**src/rtl/i2c_slave_protocol.sv**
```systemverilog
// Byte-level I2C slave: filtered SCL/SDA, START/STOP detection, device address match,
// register pointer with auto-increment, write strobe and read serialisation. Open-drain SDA.
module i2c_slave_protocol #(
    parameter logic [6:0] I2C_ADDRESS = 7'h3D,
    parameter int         FILTER_LEN  = 4
) (
    input  logic       clk,
    input  logic       rst_n,
    input  logic       sclIn,
    input  logic       sdaIn,
    output logic       sdaOut,
    output logic [7:0] addr,
    output logic [7:0] dataIn,
    output logic       writeEn,
    input  logic [7:0] dataOut,
    output logic       busy
);
    // state      | meaning
    // IDLE       | bus ignored until START
    // DEV_ADDR   | shifting device address + R/W
    // ACK_DEV    | driving ACK for device address
    // REG_ADDR   | shifting register pointer
    // ACK_REG    | driving ACK, pointer loaded at ACK rise
    // WRITE_DATA | shifting a write byte
    // ACK_WRITE  | driving ACK, pointer advanced at ACK end
    // READ_DATA  | driving read byte MSB first
    // WAIT_MACK  | SDA released, sampling master ACK/NACK
    typedef enum logic [3:0] {
        S_IDLE, S_DEV_ADDR, S_ACK_DEV, S_REG_ADDR, S_ACK_REG,
        S_WRITE_DATA, S_ACK_WRITE, S_READ_DATA, S_WAIT_MACK
    } state_t;

    localparam logic [3:0] CNT_LOAD = 4'(FILTER_LEN - 1);

    // index 0 = SCL, index 1 = SDA
    logic [1:0] r_s1, r_s2, r_filt, r_filt_d;
    logic [3:0] r_cnt [2];

    always_ff @(posedge clk or negedge rst_n) begin
        if (!rst_n) begin
            r_s1     <= 2'b11;
            r_s2     <= 2'b11;
            r_filt   <= 2'b11;
            r_filt_d <= 2'b11;
            r_cnt[0] <= CNT_LOAD;
            r_cnt[1] <= CNT_LOAD;
        end else begin
            r_s1     <= {sdaIn, sclIn};
            r_s2     <= r_s1;
            r_filt_d <= r_filt;
            for (int i = 0; i < 2; i++) begin
                if (r_s2[i] == r_filt[i]) begin
                    r_cnt[i] <= CNT_LOAD;
                end else if (r_cnt[i] == 4'd0) begin
                    r_filt[i] <= r_s2[i];
                    r_cnt[i]  <= CNT_LOAD;
                end else begin
                    r_cnt[i] <= r_cnt[i] - 4'd1;
                end
            end
        end
    end

    logic w_scl_rise, w_scl_fall, w_sda_rise, w_sda_fall, w_start, w_stop, w_sda;
    logic [7:0] w_byte;

    assign w_scl_rise = r_filt[0] & ~r_filt_d[0];
    assign w_scl_fall = ~r_filt[0] & r_filt_d[0];
    assign w_sda_rise = r_filt[1] & ~r_filt_d[1];
    assign w_sda_fall = ~r_filt[1] & r_filt_d[1];
    assign w_start    = w_sda_fall & r_filt[0] & r_filt_d[0];
    assign w_stop     = w_sda_rise & r_filt[0] & r_filt_d[0];
    assign w_sda      = r_filt[1];

    state_t     r_state;
    logic [2:0] r_bit_cnt;
    logic [7:0] r_shift, r_addr, r_data_in;
    logic       r_rw, r_ack_on, r_sda_out, r_write_en, r_busy;

    assign w_byte  = {r_shift[6:0], w_sda};
    assign sdaOut  = r_sda_out;
    assign addr    = r_addr;
    assign dataIn  = r_data_in;
    assign writeEn = r_write_en;
    assign busy    = r_busy;

    always_ff @(posedge clk or negedge rst_n) begin
        if (!rst_n) begin
            r_state    <= S_IDLE;
            r_bit_cnt  <= 3'd0;
            r_shift    <= 8'h00;
            r_addr     <= 8'h00;
            r_data_in  <= 8'h00;
            r_rw       <= 1'b0;
            r_ack_on   <= 1'b0;
            r_sda_out  <= 1'b1;
            r_write_en <= 1'b0;
            r_busy     <= 1'b0;
        end else begin
            r_write_en <= 1'b0;
            if (w_start) begin
                r_state   <= S_DEV_ADDR;
                r_bit_cnt <= 3'd0;
                r_sda_out <= 1'b1;
            end else if (w_stop) begin
                r_state   <= S_IDLE;
                r_sda_out <= 1'b1;
                r_busy    <= 1'b0;
            end else begin
                case (r_state)
                    S_IDLE: ;
                    S_DEV_ADDR: if (w_scl_rise) begin
                        r_shift   <= w_byte;
                        r_bit_cnt <= r_bit_cnt + 3'd1;
                        if (r_bit_cnt == 3'd7) begin
                            if (w_byte[7:1] == I2C_ADDRESS) begin
                                r_state  <= S_ACK_DEV;
                                r_busy   <= 1'b1;
                                r_rw     <= w_sda;
                                r_ack_on <= 1'b0;
                            end else begin
                                r_state <= S_IDLE;
                                r_busy  <= 1'b0;
                            end
                        end
                    end
                    S_REG_ADDR, S_WRITE_DATA: if (w_scl_rise) begin
                        r_shift   <= w_byte;
                        r_bit_cnt <= r_bit_cnt + 3'd1;
                        if (r_bit_cnt == 3'd7) begin
                            r_ack_on <= 1'b0;
                            if (r_state == S_REG_ADDR) begin
                                r_state <= S_ACK_REG;
                            end else begin
                                r_state    <= S_ACK_WRITE;
                                r_data_in  <= w_byte;
                                r_write_en <= 1'b1;
                            end
                        end
                    end
                    // first sclFall starts the ACK, second sclFall ends it
                    S_ACK_DEV, S_ACK_REG, S_ACK_WRITE: begin
                        if (w_scl_fall) begin
                            if (!r_ack_on) begin
                                r_sda_out <= 1'b0;
                                r_ack_on  <= 1'b1;
                            end else begin
                                r_bit_cnt <= 3'd0;
                                if (r_state == S_ACK_DEV && r_rw) begin
                                    r_shift   <= dataOut;
                                    r_sda_out <= dataOut[7];
                                    r_state   <= S_READ_DATA;
                                end else begin
                                    r_sda_out <= 1'b1;
                                    r_state   <= (r_state == S_ACK_DEV) ? S_REG_ADDR : S_WRITE_DATA;
                                end
                                if (r_state == S_ACK_WRITE) r_addr <= r_addr + 8'd1;
                            end
                        end else if (w_scl_rise && r_ack_on && r_state == S_ACK_REG) begin
                            r_addr <= r_shift;
                        end
                    end
                    S_READ_DATA: begin
                        if (w_scl_rise) begin
                            r_bit_cnt <= r_bit_cnt + 3'd1;
                            if (r_bit_cnt == 3'd7) begin
                                r_state  <= S_WAIT_MACK;
                                r_ack_on <= 1'b0;
                            end
                        end else if (w_scl_fall) begin
                            r_shift   <= {r_shift[6:0], 1'b0};
                            r_sda_out <= r_shift[6];
                        end
                    end
                    S_WAIT_MACK: begin
                        if (w_scl_fall) begin
                            if (!r_ack_on) begin
                                r_sda_out <= 1'b1;
                                r_ack_on  <= 1'b1;
                            end else begin
                                r_shift   <= dataOut;
                                r_sda_out <= dataOut[7];
                                r_bit_cnt <= 3'd0;
                                r_state   <= S_READ_DATA;
                            end
                        end else if (w_scl_rise && r_ack_on) begin
                            if (w_sda) begin
                                r_state <= S_IDLE;
                                r_busy  <= 1'b0;
                            end else begin
                                r_addr <= r_addr + 8'd1;
                            end
                        end
                    end
                    default: r_state <= S_IDLE;
                endcase
            end
        end
    end
endmodule

```
**config.mk**
```make
export PLATFORM = sky130hd
export DESIGN_NAME = i2c_slave_protocol
export DESIGN_NICKNAME = d
export VERILOG_FILES = /design/src/rtl/i2c_slave_protocol.sv
export SDC_FILE = /design/constraint.sdc
export NUM_CORES = 1
export LEC_CHECK = 0
export ABC_AREA = 1
export BUFFER_PORTS_ARGS = -buffer_cell sky130_fd_sc_hd__buf_4
export CORE_MARGIN = 3
export CORE_UTILIZATION = 40
export CTS_BUF_LIST = sky130_fd_sc_hd__clkbuf_4
export CTS_CLUSTER_DIAMETER = 60
export DETAILED_ROUTE_END_ITERATION = 12
export SETUP_SLACK_MARGIN = 0.3
export SLEW_MARGIN = 20
export SYNTH_ARGS = -nofsm -noshare
export SYNTH_HDL_FRONTEND = slang
export SYNTH_SLANG_ARGS = --single-unit
```
**constraint.sdc**
```tcl
create_clock -name clk -period 1.65 [get_ports clk]
set_input_delay 0 -clock clk [delete_from_list [all_inputs] [get_ports clk]]
set_output_delay 0 -clock clk [all_outputs]
set_load 0.01 [all_outputs]
```
==> results.txt <==
Outcome = finished, final reports clean
Lkg Pwr = 0.002173 uW
Starting DRT DRC Count = 182
Ys Warns = 0
Fin crit share = 0.9900
Critical path class = reg2reg
Drt via density = 5.026
Initial antenna violation count = 0
Worst-path clk slew = 0.16 ns
Slew @ Worst Pin = 0.6623 ns
Top-count cell post-synth = nand2_1
Largest family of logic cells by synthesized area = simple AND/OR/NAND/NOR gates
Mapped Area = 2989 um2
Clock Tree Root = clkbuf_4
RSZ-0062 raised after global routing = true
Mean Syn Cell Area = 7.362 um2
CTS Buffer Depth = 2
Final setup violation count = 0
Final WL = 8.446 mm
Post-synth net total = 425
Post-Synth Adder-Cell Area = 0.02930
CTS tree = done
Final instance area = 4405 um2
Final Hold Vio Count = 0
Synth Area in XOR/XNOR = 0.02051
Core area = 7019 um2
Post-layout util = 0.6276
Simple-gate share of the synthesized area = 0.3612
I/O Pins = 31
Gr usage total = 0.1972
Gpl congestion = 0.9769
Synth top cells by count = nand2_1, nor2_1, dfrtp_1
Fmax = 0.6122 GHz
Largest net degree at the start of global routing = 53
Final worst setup slack = 0.01644 ns
Crit end category = register
Worst Setup Start Kind = register
Clock skew = 0.01790 ns
Crit Path Max Fanout = 8
Area after DPL = 3575 um2
Starting density of the core = 0.4258
Die Span Y = 92.45 um
Critical Path RT = 1.95 ns
Die ar. = 8546 um2
Synth area leaders = dfrtp_1, nand2_1, dfstp_2
Pwr Density = 1065 nW/um2
Antenna Nets Post-Route = 0
I/O Buffers = 30
Top cell type's share of synthesized area = 0.3265
Hold crit path type = in2async
DP HPWL = 5.414 mm
Ant diodes = 0
Rows = 30
Drt first pass iters = 5
Primary FF master, synth = dfrtp_1
Fin nets = 528
Worst slack, placed = -0.02889 ns
Synth Area in Compound Gates = 0.08079
Register area share after synthesis = 0.4408
TritonCTS Buffers = 5
Die Wd = 92.45 um
Async S/R FF share, synth = 1.000
Vias post-DR = 3046
Layout cells sized above 1 = 0.4392
Slew margin rel. = 0.5585
Max cap viols = 0
Post-synth cell types = 29
Area Growth Syn to Fin = 47.38%
Residual DRC count = 0
Syn Inst Count = 406
Critical Path AT = 1.93 ns
H-Tree Depth = 2
Minimum clock period = 1.634 ns
Slew Viols, Final = 0
Maximum VDD drop = 0.5940 mV
Register bit count reported by yosys = 52
Worst-Skew Late Latency = 0.38 ns
Post-synth EDFFs = 0
DR WL/cell = 13.94 um
Global route overflow = 0
Total clock sinks = 52
Post-synth top area cell = dfrtp_1
Vias in the first global route = 2907
Mux cell area share after synthesis = 0.003767
First-pass GRT wire length = 13.59 mm
-- per-stage QoR --
step | total power [uW] | instances | TNS, ns | hold slack, ns
after global placement | 3381 | 555 | -0.008320 | 0.07672
after floorplan | 2848 | 406 | 0 | -0.2956
final | 4691 | 606 | 0 | 0.1686
after global routing | 5015 | 606 | -1.343 | 0.2228
after detailed placement | 3401 | 555 | -0.2064 | 0.08273
after CTS | 4315 | 592 | 0 | 0.1911
-- path summary, 6_finish.rpt --
kind                                        start                      to  slack (ns)  depth (start not counted)
max                        r_state[3]$_DFFE_PN0P_  r_shift[0]$_DFFE_PN0P_        0.02                          9
min                                         rst_n      r_cnt[2]$_DFF_PN0_        0.17                          2
max reg2reg                r_state[3]$_DFFE_PN0P_  r_shift[0]$_DFFE_PN0P_        0.02                          9
min reg2reg                     r_s1[1]$_DFF_PN1_       r_s2[1]$_DFF_PN1_        0.37                          0
max in group asynchronous                   rst_n  r_state[3]$_DFFE_PN0P_        1.00                          2
min in group clk                            sclIn       r_s1[0]$_DFF_PN1_        0.26                          2
-- placed cells by master (no fill, tap or decap), types with 2 or more instances in the layout --
master / netlist / final
a21oi_1: 7 / 4
a21oi_2: 0 / 3
buf_4: 0 / 70
buf_6: 0 / 15
clkbuf_4: 0 / 6
clkinv_4: 0 / 2
dfrtp_1: 39 / 35
dfrtp_2: 0 / 4
dfstp_2: 13 / 13
dlygate4sd3_1: 0 / 11
ha_1: 7 / 5
inv_1: 36 / 27
inv_2: 8 / 9
inv_4: 0 / 7
nand2_1: 135 / 104
nand2_2: 2 / 26
nand2_4: 4 / 9
nand2_8: 0 / 2
nand3_1: 33 / 24
nand3_2: 2 / 10
nand3_4: 0 / 2
nand3b_1: 2 / 2
nand4_1: 3 / 3
nor2_1: 47 / 26
nor2_2: 3 / 14
nor2_4: 3 / 14
o21ai_0: 25 / 20
o21ai_1: 13 / 15
o21ai_2: 1 / 2
o21ai_4: 0 / 2
or2_2: 3 / 3
xnor2_1: 5 / 5
xor2_1: 2 / 2
-- layout make-up --
cell class / instances / area, um2
Tap cell: 96 / 120.1
Fill cell: 620 / 2614
Clock buffer: 6 / 45.04
Timing Repair inverter: 1 / 6.256
Inverter: 44 / 190.2
Timing Repair Buffer: 98 / 829.5
Multi-Input combinational cell: 307 / 1876
Sequential cell: 52 / 1323
Clock inverter: 2 / 16.27
-- sequential cells by signal, summed over array words and instances (netlist names) --
name	count
addr	8
busy	1
dataIn	8
r_ack_on	1
r_bit_cnt	3
r_cnt	8
r_filt	2
r_filt_d	2
r_rw	1
r_s1	2
r_s2	2
r_shift	8
r_state	4
sdaOut	1
writeEn	1
-- metal layers --
metal | share of wire | wire (um) | vias up | track usage
met1 | 0.44 | 3710 | 1445 | 0.2713
met4 | 0.013 | 106 | 0 | 0.05322
met2 | 0.50 | 4229 | 91 | 0.3269
met3 | 0.047 | 399 | 13 | 0.02518
li1 | - | - | 1497 | -
met5 | 0 | 0 | - | 0
-- critical path, stage by stage (launching register included) --
cell and delay [ns]:
dfrtp_2 0.49, buf_6 0.14, nor2_4 0.13, nand4_1 0.14
nand2_1 0.09, nand3b_1 0.12, nor2_4 0.19, nand2_4 0.13
nand2_1 0.09, nand2_1 0.05
-- where the power goes --
| part | internal (uW) | switching, uW |
|---|---|---|
| registers | 1610 | 269 |
| logic | 927 | 1270 |
| clock network | 187 | 431 |
-- cell families after synthesis --
| logic type | after synthesis |
|---|---|
| adders and majority gates | 7 |
| muxes | 1 |
| buffers and inverters | 49 |
| and+or+nand+nor | 243 |
| DFF | 52 |
| AOI/OAI and AO/OA | 47 |
| xor gates and xnor gates | 7 |
-- repair_timing --
item                                    4_1_cts  5_1_grt
hold buffers                                 11        0
endpoints found under the hold margin        49        0
gates resized for setup                      59       72
pin swaps                                    21       26
setup buffers                                16       13
gates cloned                                  2        1
endpoints found under the setup margin       36       39
Power figures use the tool's default switching activity.
